`src/rtl/pio_rx_engine.sv`:
```
// rtl/pio_rx_engine.sv - PCIe PIO receive TLP decoder for single-DW memory reads and writes
module pio_rx_engine #(
  parameter int TCQ = 1
) (
  input  logic        clk,
  input  logic        sys_rst,
  input  logic [63:0] m_axis_rx_tdata,
  input  logic [7:0]  m_axis_rx_tkeep,
  input  logic        m_axis_rx_tlast,
  input  logic        m_axis_rx_tvalid,
  output logic        m_axis_rx_tready,
  input  logic [21:0] m_axis_rx_tuser,
  output logic        req_compl,
  output logic        req_compl_wd,
  input  logic        compl_done,
  output logic [2:0]  req_tc,
  output logic        req_td,
  output logic        req_ep,
  output logic [1:0]  req_attr,
  output logic [9:0]  req_len,
  output logic [15:0] req_rid,
  output logic [7:0]  req_tag,
  output logic [7:0]  req_be,
  output logic [12:0] req_addr,
  output logic [13:0] rd_addr,
  output logic [3:0]  rd_be,
  output logic [13:0] wr_addr,
  output logic [7:0]  wr_be,
  output logic [31:0] wr_data,
  output logic        wr_en,
  input  logic        wr_busy
);

  typedef enum logic [2:0] {
    S_IDLE,
    S_HDR2,
    S_DATA64,
    S_WR,
    S_RD_CPL,
    S_DRAIN
  } state_t;

  localparam logic [6:0] MRD32 = 7'h00;
  localparam logic [6:0] MRD64 = 7'h20;
  localparam logic [6:0] MWR32 = 7'h40;
  localparam logic [6:0] MWR64 = 7'h60;

  state_t      state;
  state_t      state_nxt;
  logic [6:0]  fmt_type;
  logic [1:0]  region;
  logic        hs;
  logic        hdr_ok;
  logic        is_wr;
  logic        is_4dw;
  logic [13:0] addr_lo;
  logic        unused_inputs;

  assign hs      = m_axis_rx_tvalid && m_axis_rx_tready;
  assign is_wr   = (fmt_type == MWR32) || (fmt_type == MWR64);
  assign is_4dw  = (fmt_type == MRD64) || (fmt_type == MWR64);
  // 4DW headers carry the low address DW in the upper half of beat 1
  assign addr_lo = is_4dw ? m_axis_rx_tdata[45:32] : m_axis_rx_tdata[13:0];

  assign unused_inputs = ^{m_axis_rx_tkeep, m_axis_rx_tuser[21:5], m_axis_rx_tuser[3],
                           m_axis_rx_tuser[1:0], (TCQ != 0)};

  function automatic logic [31:0] bswap(input logic [31:0] d);
    return {d[7:0], d[15:8], d[23:16], d[31:24]};
  endfunction

  // Decide on beat 0 whether this TLP is one we execute or one we drain
  always_comb begin
    hdr_ok = 1'b0;
    case (m_axis_rx_tdata[30:24])
      MRD32, MRD64: hdr_ok = 1'b1;
      MWR32, MWR64: hdr_ok = !m_axis_rx_tdata[14];
      default:      hdr_ok = 1'b0;
    endcase
    if (m_axis_rx_tdata[9:0] != 10'd1) hdr_ok = 1'b0;
  end

  // State register
  always_ff @(posedge clk) begin
    if (sys_rst) state <= S_IDLE;
    else         state <= state_nxt;
  end

  // Next-state and per-state handshake/strobe outputs
  always_comb begin
    state_nxt        = state;
    m_axis_rx_tready = 1'b0;
    wr_en            = 1'b0;
    req_compl        = 1'b0;
    req_compl_wd     = 1'b0;
    case (state)
      S_IDLE: begin
        m_axis_rx_tready = 1'b1;
        if (m_axis_rx_tvalid && !m_axis_rx_tlast) state_nxt = hdr_ok ? S_HDR2 : S_DRAIN;
      end
      S_HDR2: begin
        m_axis_rx_tready = 1'b1;
        if (m_axis_rx_tvalid) begin
          if (!is_wr)      state_nxt = S_RD_CPL;
          else if (is_4dw) state_nxt = S_DATA64;
          else             state_nxt = S_WR;
        end
      end
      S_DATA64: begin
        m_axis_rx_tready = 1'b1;
        if (m_axis_rx_tvalid) state_nxt = S_WR;
      end
      S_WR: begin
        wr_en = 1'b1;
        if (!wr_busy) state_nxt = S_IDLE;
      end
      S_RD_CPL: begin
        req_compl    = 1'b1;
        req_compl_wd = 1'b1;
        if (compl_done) state_nxt = S_IDLE;
      end
      S_DRAIN: begin
        m_axis_rx_tready = 1'b1;
        if (m_axis_rx_tvalid && m_axis_rx_tlast) state_nxt = S_IDLE;
      end
      default: state_nxt = S_IDLE;
    endcase
    if (sys_rst) m_axis_rx_tready = 1'b0;
  end

  // Capture header, address and payload fields as their beats are accepted
  always_ff @(posedge clk) begin
    if (sys_rst) begin
      fmt_type <= '0;
      region   <= '0;
      req_tc   <= '0;
      req_td   <= 1'b0;
      req_ep   <= 1'b0;
      req_attr <= '0;
      req_len  <= '0;
      req_rid  <= '0;
      req_tag  <= '0;
      req_be   <= '0;
      req_addr <= '0;
      rd_addr  <= '0;
      rd_be    <= '0;
      wr_addr  <= '0;
      wr_be    <= '0;
      wr_data  <= '0;
    end else begin
      case (state)
        S_IDLE: if (hs) begin
          fmt_type <= m_axis_rx_tdata[30:24];
          req_tc   <= m_axis_rx_tdata[22:20];
          req_td   <= m_axis_rx_tdata[15];
          req_ep   <= m_axis_rx_tdata[14];
          req_attr <= m_axis_rx_tdata[13:12];
          req_len  <= m_axis_rx_tdata[9:0];
          req_rid  <= m_axis_rx_tdata[63:48];
          req_tag  <= m_axis_rx_tdata[47:40];
          req_be   <= m_axis_rx_tdata[39:32];
          region   <= m_axis_rx_tuser[2] ? 2'b01 : (m_axis_rx_tuser[4] ? 2'b10 : 2'b00);
        end
        S_HDR2: if (hs) begin
          req_addr <= addr_lo[12:0];
          if (is_wr) begin
            wr_addr <= {region, addr_lo[13:2]};
            wr_be   <= {4'h0, req_be[3:0]};
            if (!is_4dw) wr_data <= bswap(m_axis_rx_tdata[63:32]);
          end else begin
            rd_addr <= {region, addr_lo[13:2]};
            rd_be   <= req_be[3:0];
          end
        end
        S_DATA64: if (hs) wr_data <= bswap(m_axis_rx_tdata[31:0]);
        default: ;
      endcase
    end
  end

endmodule

```
`config.mk`:
```
export PLATFORM = sky130hd
export DESIGN_NAME = pio_rx_engine
export DESIGN_NICKNAME = d
export VERILOG_FILES = /design/src/rtl/pio_rx_engine.sv
export SDC_FILE = /design/constraint.sdc
export NUM_CORES = 1
export LEC_CHECK = 0
export ABC_AREA = 0
export CAP_MARGIN = 40
export CORE_MARGIN = 2
export CORE_UTILIZATION = 43
export CTS_CLUSTER_DIAMETER = 150
export DETAILED_ROUTE_END_ITERATION = 12
export GPL_TIMING_DRIVEN = 0
export PLACE_DENSITY = 0.8
export SLEW_MARGIN = 10
export SYNTH_ARGS = -nofsm -noshare
export SYNTH_HDL_FRONTEND = slang
export SYNTH_SLANG_ARGS = --single-unit
```
`constraint.sdc`:
```
create_clock -name clk -period 2.4 [get_ports clk]
set_clock_uncertainty 0.05 [all_clocks]
set_input_delay 0.36 -clock clk [delete_from_list [all_inputs] [get_ports clk]]
set_output_delay 0.36 -clock clk [all_outputs]
set_load 0.01 [all_outputs]
```
==> flow_metrics.env <==
export IMPL_cts_tree="built"
export IMPL_instances_no_fill=1120
export IMPL_initial_core_util_pct=44.4
export IMPL_wl_per_cell_um=18.6
export IMPL_rsz0062_at_grt="false"
export IMPL_antenna_found_initial=0
export IMPL_vias=6158
export IMPL_drt_first_pass_iters=5
export IMPL_port_buffers=204
export IMPL_core_mm2=0.0133
export IMPL_cts_root_buf="clkbuf_16"
export IMPL_layout_nets=1033
export IMPL_cts_resized_gates=0
export IMPL_ir_drop_v=0.000479
export IMPL_synth_top_area_share_pct=48.0
export IMPL_postRouteAntennaNets=0
export IMPL_p_per_area_mw_per_mm2=699
export IMPL_p_sw_share_pct=27.4
export IMPL_netlist_top_cells_area="dfxtp_1 48%, nand2_1 12%, a21oi_1 9.0%"
export IMPL_whs_ns=0.403
export IMPL_wl_um=20800
export IMPL_comb_power_share_pct=18.1
export IMPL_synth_seq_cells=142
export IMPL_yosys_warnings=0
export IMPL_critPathMaxFanout=10
export IMPL_crit_slowest_cell="clkdlybuf4s50_1"
export IMPL_ys_seq_area_share_pct=48.0
export IMPL_finalHoldViolations=0
export IMPL_critPathMaxStageDelay_ns=0.57
export IMPL_min_path_type="reg2reg"
export IMPL_syn_area_mm2=0.00593
export IMPL_htreeDepth=4
export IMPL_drv_cap=0
export IMPL_drive_above_1_share_pct=9.85
export IMPL_clk_insertion_delay_late_ns=0.43
export IMPL_pin_count=238
export IMPL_crit_path_end_kind="output port"
export IMPL_final_area_mm2=0.00873
export IMPL_grt_max_degree=17
export IMPL_dpl_worst_slack_ns=-0.264
export IMPL_status="completed"
export IMPL_synth_top_cell_by_area="dfxtp_1"
export IMPL_start_kind="flip-flop"
export IMPL_route_detailed_drc=0
export IMPL_cp_cell_sequence="buf_6, mux2_4, nor2_1, clkdlybuf4s50_1"
export IMPL_syn2layout_area_growth_pct=47.4
export IMPL_overflow=0
export IMPL_dpl_hpwl_um=15300
export IMPL_slew_viol_final=0
export IMPL_grt_pass1_wl_um=31100
export IMPL_worstSetupPathType="reg2out"
export IMPL_die_area_mm2=0.0147
export IMPL_placed_cell_area_mm2=0.00820
export IMPL_p_int_mw=4.43
export IMPL_setup_violations=0
export IMPL_syn_area_per_cell_um2=8.38
export IMPL_die_y_um=121
export IMPL_power_switching_mw=1.68
export IMPL_clkPwrFrac_pct=39.9
export IMPL_final_period_utilization_pct=97.7
export IMPL_ys_types=37
export IMPL_placementRows=42
export IMPL_layout_min_cycle_time_ns=2.35
export IMPL_max_slew_margin_pct=44.1
export IMPL_globalRouteTotalUtil_pct=27.7
export IMPL_insertedDiodeCount=0
export IMPL_placedCellCount=1090
export IMPL_power_mw=6.10
export IMPL_drt_vias_per_instance=5.50
export IMPL_syn_inst=707
export IMPL_cts_hold_buf=0
export IMPL_die_x_um=121
export IMPL_crit_required_ns=1.99
export IMPL_first_global_vias=5659
export IMPL_cts_setup_buffers=0
export IMPL_dr_first_iter_drc_count=558
export IMPL_numCtsBuffers=17
export IMPL_seqPwrFrac_pct=42.0
export IMPL_cts_sinks=142
export IMPL_setup_ws_ns=0.0541
export IMPL_crit_arrival_ns=1.94
export IMPL_worst_pin_slew_ns=0.832
export IMPL_cts_buffer_depth=2
export IMPL_clk_pin_slew_ns=0.06
export IMPL_fmax_mhz=426
export IMPL_leakage_nw=3.18
export IMPL_gp_congestion=0.861
cells in the mapped netlist:
cell type and number:
a22oi_1 1, inv_1 2, nand2_1 193, conb_1 1, nand2b_4 1, or2_1 1, o22a_1 1, nand3_1 4
nand3b_1 1, mux2_4 1, nor2_2 1, a221oi_2 30, buf_4 11, nor2_1 42, dfxtp_1 142, o21ai_0 1
a31oi_1 1, a21oi_1 107, nor3_1 13, nand4_1 1, a221oi_1 2, nor3_2 2, and3_1 42, buf_2 14
o32ai_1 2, nor3b_2 1, a311oi_1 2, a211oi_1 29, mux2i_1 7, buf_1 3, and2_1 2, buf_6 4
clkbuf_1 34, nor4_1 3, inv_2 1, o311a_1 1, nand2b_1 3
kinds of logic (layout without fill, tap and decap cells):
kind of cell / count (synthesis) / in the layout / share of synthesized area (%)
AND/OR/NAND/NOR: 310 / 310 / 22.8
other: 1 / 4 / 0.0633
AO/OA/AOI/OAI: 177 / 177 / 21.8
flip-flops: 142 / 142 / 48.0
buffers and inverters: 69 / 303 / 5.87
multiplexers: 8 / 8 / 1.44
sequential cells by signal, summed over array words and instances, names as in the netlist:
register	cells
req_attr	2
wr_addr	14
req_len	10
req_td	1
req_tag	8
region	2
req_addr	13
wr_be	4
rd_be	4
rd_addr	14
req_be	8
fmt_type	7
wr_data	32
req_tc	3
state	3
req_rid	16
req_ep	1
through the flow:
step / util (%) / TNS, ns
4_1_cts: 65.4 / 0
5_1_grt: 65.4 / 0
3_3_place_gp: 61.4 / -7.61
2_1_floorplan: - / 0
6_report: 65.4 / 0
3_5_place_dp: 61.4 / -10.05
area by class of cell:
| cell class | count | area [um^2] |
|---|---|---|
| fillers | 1158 | 4610 |
| inverters | 3 | 11.3 |
| plain buffers | 66 | 338 |
| repair buffers | 204 | 2040 |
| flip-flops and latches | 142 | 2840 |
| clock buffers | 23 | 468 |
| well taps | 176 | 220 |
| multi-input cells | 499 | 2750 |
| clock inverters | 7 | 65.1 |
placed cells by master, fill, tap and decap left out, types with 3 or more instances in the layout:
cell / instances
and3_1: 42
clkbuf_16: 17
buf_2: 14
nand2_1: 193
dfxtp_1: 142
buf_4: 11
buf_6: 4
a221oi_2: 30
clkdlybuf4s50_1: 204
nand2b_1: 3
nor3_1: 13
clkinv_2: 4
nand3_1: 4
a21oi_1: 107
nor2_1: 42
clkbuf_1: 38
a211oi_1: 29
conb_1: 4
mux2i_1: 7
nor4_1: 3
worst max-delay path: cells and delay by family, from the launching register on:
kind,cells,cell delay [ns]
multiplexers,1,0.33
AND/OR/NAND/NOR,1,0.13
buffers and inverters,2,0.71
flip-flops,1,0.34
final timing paths:
path / from / endpoint / slack (ns) / depth (start not counted)
setup / recovery: state[0] / m_axis_rx_tready / 0.05 / 4
hold / removal: req_tc[1] / req_tc[1] / 0.40 / 2
setup reg to reg: fmt_type[0] / rd_addr[5] / 0.17 / 5
hold reg to reg: req_tc[1] / req_tc[1] / 0.40 / 2
power groups by stage:
stage | Combinational, mW | Sequential [mW] | Clock, mW
2_1_floorplan | 0.485 | 2.65 | 0
3_3_place_gp | 1.07 | 2.61 | 0
3_5_place_dp | 1.09 | 2.61 | 0
4_1_cts | 1.09 | 2.56 | 2.43
5_1_grt | 1.18 | 2.58 | 2.54
6_report | 1.10 | 2.56 | 2.44
per-layer routing:
metal | vias to the layer above | GRT usage, % | routed length (um)
li1 | 2896 | - | -
met1 | 2917 | 36.7 | 8800
met2 | 299 | 44.6 | 9890
met3 | 46 | 4.89 | 1490
met4 | 0 | 11.3 | 613
met5 | - | 0 | 0
(Power assumes the default switching activity.)
